`src/rtl/progmem_loader.sv`:
```
// progmem_loader: writable 16x8 program store for the TD4 core, filled over a byte-stream
// load port with an optional trailing checksum; holds the CPU in reset until the image is valid.
module progmem_loader #(
    parameter int AW = 4,
    parameter int DW = 8,
    parameter bit CHECKSUM = 1'b1
) (
    input  logic          CLK,
    input  logic          CLR,
    input  logic [AW-1:0] A,
    output logic [DW-1:0] D,
    input  logic          LD_START,
    input  logic          LD_VALID,
    input  logic [DW-1:0] LD_DATA,
    output logic          LD_READY,
    output logic [AW:0]   LD_COUNT,
    output logic          LD_DONE,
    output logic          LD_ERR,
    output logic          CPU_HOLD
);
    typedef enum logic [2:0] {IDLE, LOAD, CHECK, RUN, ERROR} state_t;
    state_t        state_q;
    logic [AW:0]   wptr_q;
    logic [DW-1:0] sum_q, sum_d;
    logic [DW-1:0] mem [2**AW];
    logic          xfer, wr, last, sum_ok;

    assign LD_READY = (state_q == LOAD) || (state_q == CHECK);
    assign xfer     = LD_VALID && LD_READY && !LD_START;
    assign wr       = xfer && (state_q == LOAD);
    assign last     = wptr_q[AW-1:0] == '1;
    assign sum_d    = sum_q + LD_DATA;
    assign sum_ok   = LD_DATA == sum_q;
    assign LD_COUNT = wptr_q;
    // Partial or failed images never reach the CPU: D reads zero outside RUN.
    assign D        = (state_q == RUN) ? mem[A] : '0;

    always_ff @(posedge CLK)
        if (wr) mem[wptr_q[AW-1:0]] <= LD_DATA;

    always_ff @(posedge CLK or posedge CLR) begin
        if (CLR) begin
            state_q  <= IDLE;
            wptr_q   <= '0;
            sum_q    <= '0;
            LD_DONE  <= 1'b0;
            LD_ERR   <= 1'b0;
            CPU_HOLD <= 1'b1;
        end else begin
            LD_DONE  <= 1'b0;
            CPU_HOLD <= state_q != RUN;
            if (LD_START) begin
                state_q <= LOAD;
                wptr_q  <= '0;
                sum_q   <= '0;
                LD_ERR  <= 1'b0;
            end else if (wr) begin
                wptr_q <= wptr_q + 1'b1;
                sum_q  <= sum_d;
                if (last) begin
                    state_q <= CHECKSUM ? CHECK : RUN;
                    LD_DONE <= !CHECKSUM;
                end
            end else if (xfer) begin
                state_q <= sum_ok ? RUN : ERROR;
                LD_DONE <= sum_ok;
                LD_ERR  <= !sum_ok;
            end
        end
    end
endmodule
```
`config.mk`:
```
export PLATFORM = sky130hd
export DESIGN_NAME = progmem_loader
export DESIGN_NICKNAME = d
export VERILOG_FILES = /design/src/rtl/progmem_loader.sv
export SDC_FILE = /design/constraint.sdc
export NUM_CORES = 1
export LEC_CHECK = 0
export CORE_UTILIZATION = 35
export DETAILED_ROUTE_END_ITERATION = 10
export GPL_TIMING_DRIVEN = 0
export RECOVER_POWER = 25
export SYNTH_ARGS = -nofsm -noshare
export SYNTH_HDL_FRONTEND = slang
export SYNTH_SLANG_ARGS = --single-unit
```
`constraint.sdc`:
```
create_clock -name CLK -period 6.15 [get_ports CLK]
set_input_delay 1.845 -clock CLK [delete_from_list [all_inputs] [get_ports CLK]]
set_output_delay 1.845 -clock CLK [all_outputs]
set_load 0.02 [all_outputs]
```
---- Word-level counts from Yosys, hierarchy flattened ----
Memories as Yosys holds them, arrays and structs flattened.
Cells that the tools add are included.
word-level totals
  register bits after elaboration ......... 19
  memory bits (writable) .................. 128
  input bits .............................. 16
  output and inout port bits .............. 17
  logic and storage cells ................. 46
  memories ................................ 1
operators by class
  add/subtract/negate cells ............... 2
  equality and inequality tests ........... 8
  multiplexer cells ....................... 18
  reductions and logical operators ........ 11
memory list
  memory  depth  bits a word  rd ports  clocked after memory_dff  write ports  RTL line  source
  mem     16     8            1         0                         1            25        logic [DW-1:0] mem [2**AW];
operator list
  operator               number
  $mux W8                3
  $mux W3                5
  $mux W5                2
  $add A8 B8 Y8          1
  $eq A8 B8 Y1           1
  $mux W1                8
  $eq A3 B2 Y1 const B   2
  $ne A3 B2 Y1 const B   2
  $add A5 B1 Y5 const B  1
  $eq A4 B4 Y1 const B   1
  $reduce_and A2 Y1      2
  $reduce_bool A2 Y1     2
  $eq A3 B1 Y1 const B   1
  $logic_and A1 B1 Y1    3
  $reduce_bool A3 Y1     1
  $logic_not A1 Y1       2
  $ne A2 B2 Y1 const B   1
  $logic_or A1 B1 Y1     1

---- Depth between registers and ports, before layout ----
  depth in word-level cells ............... 7
  depth in mapped cells ................... 7
  depth with buffers taken out ............ 7

---- Worst setup path after synthesis ----
No wires, ideal clock.
  kind .................................... input to output
  from .................................... input port A[0]
  to ...................................... output port D[0]
  arrival ................................. 3.358 ns
  data required time ...................... 4.305 ns
  slack ................................... 0.947 ns
  stages on the path ...................... 5
  path buffers ............................ 2
  cells stage by stage .................... buf_2 -> buf_4 -> mux4_2 -> mux4_2 -> nor2b_1
between the ends
  longest elaborated chain between the ends .. 2
RTL lines
  item                RTL line  source
  start: declaration  10        input logic [AW-1:0] A,
  $mem_v2 Z16 W8      n/a
  $mux W8             36        assign D = (state_q == RUN) ? mem[A] : '0;
  end: declaration    11        output logic [DW-1:0] D,
No other way between the ends.

---- Final worst setup path ----
  from .................................... input port A[0]
  to ...................................... output port D[6]
The elaborated chain is that of the path after synthesis.

==> flow_summary.ini <==
[critical_path]
reg2reg_depth = 7
cp.required_ns = 4.30
path_max_fanout = 10
r2r_end = mem[0][4]
cp_common_cell = mux4_2
reg2reg_setup_slack_ns = 3.13
crit_chain = buf_2 -> buf_4 -> mux4_2 -> mux4_2 -> nor2b_1 -> clkdlybuf4s50_1
critical_path.slowest_cell = mux4_2
cpPeakStageDelay_ns = 0.57
critPathCaptureType = output port
crit_arrival_ns = 4.07
crit_type = in2out
rr_startpoint = state_q[2]
cp-start-kind = input pin

[global_route]
grt_pass1_wl_mm = 19.7
track_usage = 0.155
grt_pass1_vias = 3365
overflow = 0
grt_max_degree = 20
antenna_found_initial = 0

[clock_tree]
root_buffer = clkbuf_16
cts_tree = yes
clkSlewWorstSetupHoldPaths_ns = 0.06
cts_inserted_buffers = 17
cts_max_level = 4
clock-sinks = 147
clock_latency_ns = 0.42
clk_path_buf_depth = 2
hold_buffers = 0

[drt]
drtPass1Iterations = 5
drt-total-wl_mm = 12.9
drtAntennaViolNets = 0
initialDrtViolationCount = 219
vias = 3262
drc = 0
post_drt_via_cell_ratio = 5.18
wl_per_cell_um = 20.5

[finish]
fin_nets = 421
stdcell_count = 630
area_delta_synth_final_pct = 21.0
n_fill_cell = 1537
n_antenna_cell = 0
drive_gt1_frac = 0.207
post-route-cell-area_um2 = 7410

[pwr]
finalPower_mw = 2.42
pwr-share-seq = 0.457
p_int_mw = 1.93
netSwitchingPower_uw = 493
p_leak_nw = 2.48
p_comb_frac = 0.066
switching_share = 0.203
power_density_nw_per_um2 = 327
peakVddDrop_mv = 0.190
clkPwrFrac = 0.477

[worst_hold_path]
hold_end = sum_q[0]
min_path_type = reg2reg
hold_depth = 2
min_from = sum_q[0]

[timing]
fin_skew_ns = 0.00601
max_freq_mhz = 169
worst_pin_slew_ns = 0.933
rsz0062_at_grt = no
tns_ns = 0
slew_viol_final = 0
finalSetupViolCount = 0
fin_ws_ns = 0.238
slew_headroom = 0.376
finalHoldViolations = 0
fin_crit_ns = 5.91
fin_crit_sh = 0.961

[yosys]
async_reset_ff_frac = 0.129
ys_seq_area_frac = 0.705
synth.avg_cell_area_um2 = 17.9
synth_top_area_frac = 0.627
netlist_instances = 342
yosys-top-cells-area = edfxtp_1 63%, mux4_2 15%, dfrtp_1 7.3%
synth_fp_nets = 370
synth_top_cell_by_area = edfxtp_1
ys_warn_count = 0
ys_ff_latch = 147
synth_edf_count = 128
synthFlopType = edfxtp_1
yosysUniqueCellTypes = 36
synth_area_um2 = 6130

[placed_design]
dpl_worst_slack_ns = -0.414
dp_hpwl_mm = 8.37
port_buffers = 29
place_area_um2 = 6730
gp_congestion = 0.819
dp_cells = 598

[die]
dieArea_um2 = 18000
fp.coreArea_um2 = 17200
die_h_um = 134
io_pins = 33
initial_core_util = 0.357
num_rows = 48
chipWidth_um = 134

[flow_run]
cap_viol_max_count = 0

[status]
status = finished, final reports clean
-- worst max-delay path by stage --
stage / from / to / slack [ns] / depth (start not counted)
finish: A[0] / D[6] / 0.24 / 6
global route: A[0] / D[6] / 0.16 / 6
CTS: A[0] / D[6] / 0.22 / 6
detailed placement: A[2] / D[6] / -0.41 / 6
global placement: A[2] / D[6] / -0.41 / 6
floorplan: A[0] / D[0] / 0.95 / 5
-- synth_stat cells (2+ instances only) --
master and number:
o21bai_1 2, nand2_1 22, edfxtp_1 128, nor3b_1 2
nor3_1 10, nor2b_1 12, dfrtp_1 18, inv_1 4
mux4_2 40, nand4_1 2, xnor2_1 5, xor2_1 2
a211oi_1 3, nand2b_1 2, nand3b_1 3, a21o_1 2
buf_1 4, nor2_1 19, a21oi_1 18, nand3_1 4
clkbuf_1 9, ha_1 11, buf_4 3, o21ai_0 5
-- flip-flops by register name, indices dropped and copies added (netlist names) --
signal    count
LD_COUNT      5
LD_ERR        1
CPU_HOLD      1
LD_DONE       1
mem         128
state_q       3
sum_q         8
-- stage by stage --
stage	util	hold WS [ns]
floorplan	-	0.501
global placement	0.390	0.515
detailed placement	0.392	0.524
CTS	0.431	0.532
global route	0.432	0.542
finish	0.432	0.526
-- logic make-up after synthesis --
group           share of synthesized area
xor+xnor                           0.0100
compound gates                     0.0296
flops                               0.705
mux                                 0.149
fa+ha+maj                          0.0257
buf+inv                            0.0149
simple gates                       0.0661
-- power by group through the flow --
stage / Clock, mW / Sequential, mW / Combinational (mW)
final: 1.16 / 1.11 / 0.161
after detailed placement: 0 / 1.13 / 0.163
after global placement: 0 / 1.13 / 0.158
after CTS: 1.17 / 1.11 / 0.164
after floorplan: 0 / 1.13 / 0.104
after global routing: 1.21 / 1.11 / 0.176
-- metal layers --
metal | global-route usage | vias up | routed length [µm]
li1 | - | 1462 | -
met1 | 0.205 | 1698 | 5940
met2 | 0.246 | 91 | 6270
met3 | 0.0446 | 11 | 534
met4 | 0.0518 | 0 | 152
met5 | 0 | - | 0
-- what timing repair did --
item | in CTS | in global routing
gates resized for setup | 9 | 0
buffers inserted | 0 | 0
endpoints found under the hold margin | 0 | 0
endpoints found under the setup margin | 8 | 0
-- area by class of cell --
class | count | area, µm² | share of cell area
well taps | 225 | 282 | 0.0380
multi-input cells | 174 | 1730 | 0.233
inverters | 4 | 15.0 | 0.00202
clock inverters | 13 | 234 | 0.0316
repair buffers | 32 | 312 | 0.0420
plain buffers | 17 | 95.1 | 0.0128
clock buffers | 18 | 429 | 0.0579
flip-flops and latches | 147 | 4320 | 0.583
-- cell usage in the layout, fill, tap and decap left out, types with 5 or more instances in the layout --
cell type,n
bufinv_16,6
nor2_1,19
ha_1,11
clkdlybuf4s50_1,23
nor3_1,8
o21ai_0,5
clkbuf_16,17
a21oi_1,18
clkinv_4,5
dfrtp_1,18
mux4_2,40
xnor2_1,5
buf_4,7
edfxtp_1,128
nor2b_1,12
dlygate4sd3_1,5
nand2_1,22
clkbuf_1,10
-- worst max-delay path: cells and delay by family --
family                 cells  cell delay [ns]
buffers and inverters      3             1.00
AND/OR/NAND/NOR            1             0.15
multiplexers               2             1.07
Note: power is estimated with default switching activity, not from simulation.
==> patch 1: new RTL, same flow settings <==
Set the parameter `CHECKSUM` to 1'b0 (it was 1'b1).
--- a/src/rtl/progmem_loader.sv
+++ b/src/rtl/progmem_loader.sv
@@ -3,7 +3,7 @@
 module progmem_loader #(
     parameter int AW = 4,
     parameter int DW = 8,
-    parameter bit CHECKSUM = 1'b1
+    parameter bit CHECKSUM = 1'b0
 ) (
     input  logic          CLK,
     input  logic          CLR,
Check against the original RTL: same outputs for any inputs over 10 cycles, from zero or initial values; that may be too few to reach the edited logic, so the function may still have changed.
==> patch 1 against the original RTL <==
Area after synthesis is 1.2% higher. Wire length up 5.6%. Setup slack got worse by 50 ps. Design area shrank 1.3%. Worst hold slack better by 4.7 ps. Non-clock buffer count unchanged. Die area up 1.1%. Combinational power increased by 23%. Total power decreased by 6.1%. Largest cell class unchanged. Sequential cell count stayed put. Via count grew 2.7%.
==> patch 1: results (changes against the original RTL) <==
metric;value;unit;change
p_leak;2.48;nW;about the same
grt_pass1_vias;3463;;was 3365
grt_use_met3;4.92;%;was 4.46%
critPathMaxStageDelay;590;ps;was 570 ps
layout.nets;435;;was 421
finalSetupViolCount;0;;unchanged
path_delay_family;buffers and inverters;;was multiplexers
r2r_start;state_q[1];;was state_q[2]
slowest_stage;mux4_2;;unchanged
dpl.hpwl;8850;um;was 8370 um
grt.total_usage;16.3;%;was 15.5%
routedWlPerCell;21.1;um;was 20.5 um
grtUsageMet2;24.5;%;was 24.6%
grt_pass1_wl;20900;um;was 19700 um
grt_max_degree;22;;was 20
worstHoldPathType;flop to flop;;unchanged
wirelength_met1;6470;um;was 5940 um
antenna_found_initial;1;;was 0
ys_seq_area_share;69.7;%;was 70.5%
outcome;finished, final reports clean;;unchanged
top_layer_used;met5;;was met4
skew;7.85;ps;was 6.01 ps
hold_path_startpoint;sum_q[2];;was sum_q[0]
wl_met2;6090;um;was 6270 um
min_to;sum_q[2];;was sum_q[0]
drive_above_1_share;18.1;%;was 20.7%
r2r_end;mem[1][3];;was mem[0][4]
reg2reg_slack;3010;ps;was 3130 ps
cts_htree_levels;4;;unchanged
met1_usage;22.5;%;was 20.5%
hold_depth;2;;unchanged
synth.area.top_cells;edfxtp_1 (62%), mux4_2 (12%), dfrtp_1 (7.3%), mux2i_1 (2.7%), ha_1 (2.2%);;was edfxtp_1 (63%), mux4_2 (15%), dfrtp_1 (7.3%), ha_1 (2.2%), a21oi_1 (1.5%)
place.gp.congestion;0.841;;was 0.819
synth.net_count;386;;was 370
viasPerCell;5.19;;was 5.18
wl_met3;863;um;was 534 um
synth.cells.most_frequent;edfxtp_1 (128), mux4_2 (32), nor2_1 (19);;was edfxtp_1 (128), mux4_2 (40), nand2_1 (22)
synth_cell_types;48;;was 36
peakVddDrop;180;uV;was 190 uV
arrival;4120;ps;was 4070 ps
postPlaceCellArea;6770;um^2;was 6730 um^2
worst_slew_pin_slew;1380;ps;was 933 ps
clk_pin_slew_worst_paths;50;ps;
initialDrtViolationCount;291;;was 219
## patch 1: final cells by class
cell class	instances	area [um^2]
inverter	9	33.8
clock buffer	19	433
buffer	19	90.1
clock inverter	13	109
tap	225	282
fill	1546	9980
timing repair buffer	30	295
sequential	147	4320
multi-input combinational	183	1760
## patch 1: how the worst max path moves through the flow
stage               startpoint   end  slack, ps  depth (start not counted)
floorplan                 A[0]  D[0]       1100                          5
CTS                       A[2]  D[4]         70                          5
global route              A[0]  D[7]         50                          6
detailed placement        A[2]  D[4]         90                          5
finish                    A[0]  D[1]        190                          6
global placement          A[2]  D[1]         80                          5
## patch 1: through the flow
stage | std cells | setup WS [ps] | utilization (%) | hold slack, ps
final | 645 | 187 | 42.3 | 531
after global routing | 645 | 51.4 | 42.3 | 553
after CTS | 644 | 69.3 | 42.3 | 536
after detailed placement | 612 | 91.2 | 39.2 | 524
after global placement | 612 | 76.3 | 39.2 | 502
after floorplan | 358 | 1100 | - | 482
## patch 1: logic make-up after synthesis
logic type,share of synthesized area (%)
buf+inv,1.98
compound gates,4.32
mux,14.4
xor+xnor,1.13
simple gates,5.99
fa+ha+maj,2.54
flops,69.7
## patch 1: repair_timing
action / CTS / global route
setup buffers: 0 / 0
gates resized for setup: 0 / 2
setup endpoints to repair: 0 / 1
## patch 1: where the power goes
group / internal (mW) / leakage [nW] / total (mW) / switching, mW
logic: 0.0836 / 0.810 / 0.198 / 0.115
registers: 1.11 / 1.40 / 1.12 / 0.0139
clock network: 0.554 / 0.265 / 0.957 / 0.403
## patch 1: tightest hold or removal path, cell delays in order (launching register included)
cell and delay, ps:
dfrtp_1 350, nand3_1 70, o21ai_0 70
==> patch 2: new RTL, config.mk and constraints unchanged <==
Made on the original files. Encoding of `state_t`: now one-hot (5 bits for 5 states).
--- a/src/rtl/progmem_loader.sv
+++ b/src/rtl/progmem_loader.sv
@@ -18,7 +18,7 @@
     output logic          LD_ERR,
     output logic          CPU_HOLD
 );
-    typedef enum logic [2:0] {IDLE, LOAD, CHECK, RUN, ERROR} state_t;
+    typedef enum logic [4:0] {IDLE = 5'b00001, LOAD = 5'b00010, CHECK = 5'b00100, RUN = 5'b01000, ERROR = 5'b10000} state_t;
     state_t        state_q;
     logic [AW:0]   wptr_q;
     logic [DW-1:0] sum_q, sum_d;
Behaviour: no difference found for any inputs over 10 cycles, from zero or initial values; not proved beyond that.
==> patch 2 against the original RTL <==
Total power decreased by 7.1%. Cell count up 2.1%. Clock skew rose by 5.1 ps. Via count grew 3.8%. Utilization is 0.66 points lower. Sequential cell count up 2. Area after synthesis increased by 1.4%. Design area down 0.84%. Wire length down 1.7%. Worst hold slack worse by 25 ps. Setup slack worse by 8.7 ps. Critical endpoint is now D[5]. Largest power group is now sequential cells. Highest routed layer unchanged.
==> patch 2: results (changes against the original RTL) <==
metric;value;unit;change
drive_above_1_share;17.2;%;was 20.7%
synth.net_count;385;;was 370
path_max_fanout;10;;unchanged
met1_usage;20.0;%;was 20.5%
antenna_cells;0;;unchanged
synth_cell_types;42;;was 36
synthArstFlopShare;14.1;%;was 12.9%
layout.nets;433;;was 421
vias;3385;;was 3262
synth-compound-area-share;3.60;%;was 2.96%
arrival;4080;ps;was 4070 ps
ys_seq_area_share;70.3;%;was 70.5%
reg2regPathDepth;6;;was 7
hold_path_startpoint;state_q[3];;was sum_q[0]
grt_max_degree;22;;was 20
viasPerCell;5.26;;was 5.18
ff_latch_area;4370;um^2;was 4320 um^2
grtUsageMet2;23.7;%;was 24.6%
synthMuxAreaShare;14.2;%;was 14.9%
largest_register_ffs;128;;unchanged
hold_slack;502;ps;was 526 ps
synthesis.instances;357;;was 342
r2r_start;state_q[3];;was state_q[2]
drt-total-wl;12700;um;was 12900 um
synth.cells.most_frequent;edfxtp_1 (128), mux4_2 (32), nor2_1 (26);;was edfxtp_1 (128), mux4_2 (40), nand2_1 (22)
grt.total_usage;15.1;%;was 15.5%
synth_xor_area_share;1.13;%;was 1.00%
r2r_end;mem[1][4];;was mem[0][4]
synthAdderAreaFrac;2.54;%;was 2.57%
critPathLaunch;A[1];;was A[0]
worst_slew_pin_slew;900;ps;was 933 ps
wl_met2;6330;um;was 6270 um
dp.cells;610;;was 598
drtPass1Iterations;7;;was 5
dpl.hpwl;8390;um;was 8370 um
grt_use_met3;3.67;%;was 4.46%
hold_depth;1;;was 2
wirelength_met1;5610;um;was 5940 um
p_leak;2.47;nW;was 2.48 nW
grt_pass1_wl;19700;um;about the same
postPlaceCellArea;6800;um^2;was 6730 um^2
initialDrtViolationCount;254;;was 219
peakVddDrop;173;uV;was 190 uV
skew;11.1;ps;was 6.01 ps
wl_met3;597;um;was 534 um
preCtsSetupSlack;203;ps;was -414 ps
nFillCells;1586;;was 1537
min_to;CPU_HOLD;;was sum_q[0]
outcome;finished, final reports clean;;unchanged
post_cts_resized;0;;was 9
==> patch 2: cell count changes after synthesis, moves of 3 or more <==
cell / unedited run / this run
buf_2: 1 / 6
o22ai_1: 0 / 8
buf_4: 3 / 0
nor4_1: 1 / 5
nor2b_1: 12 / 2
mux4_2: 40 / 32
a21oi_1: 18 / 11
nor2_1: 19 / 26
nand2_1: 22 / 19
mux2i_1: 0 / 16
==> patch 2: cell families after synthesis <==
logic type,Yosys count
buffers and inverters,22
xor gates and xnor gates,8
and+or+nand+nor,83
DFF,149
adders and majority gates,12
muxes,48
AOI/OAI and AO/OA,35
==> patch 2: power breakdown <==
group	switching, mW	total, mW	leakage (nW)	internal, mW
registers	0.00978	1.12	1.43	1.11
clock network	0.367	0.973	0.267	0.606
logic	0.0903	0.155	0.781	0.0646
==> patch 2: area by class of cell <==
type / count / area share [%]
Sequential cell: 149 / 59.5
Tap cell: 225 / 3.83
Multi-Input combinational cell: 186 / 24.1
Timing Repair Buffer: 29 / 3.91
Inverter: 3 / 0.153
Clock inverter: 5 / 1.02
Clock buffer: 27 / 6.43
Buffer: 19 / 1.07
==> patch 2: how the worst max path moves through the flow <==
stage	end	slack, ps	depth (start not counted)
6_report	D[5]	230	6
3_5_place_dp	D[1]	200	6
2_1_floorplan	D[5]	1090	5
5_1_grt	D[5]	80	6
3_3_place_gp	D[6]	170	6
4_1_cts	D[1]	190	6
==> patch 2: critical path: stages <==
cell and delay [ps]:
clkbuf_1 270, buf_1 650, mux4_2 330, mux2i_1 70
o22ai_1 230, clkdlybuf4s50_1 670
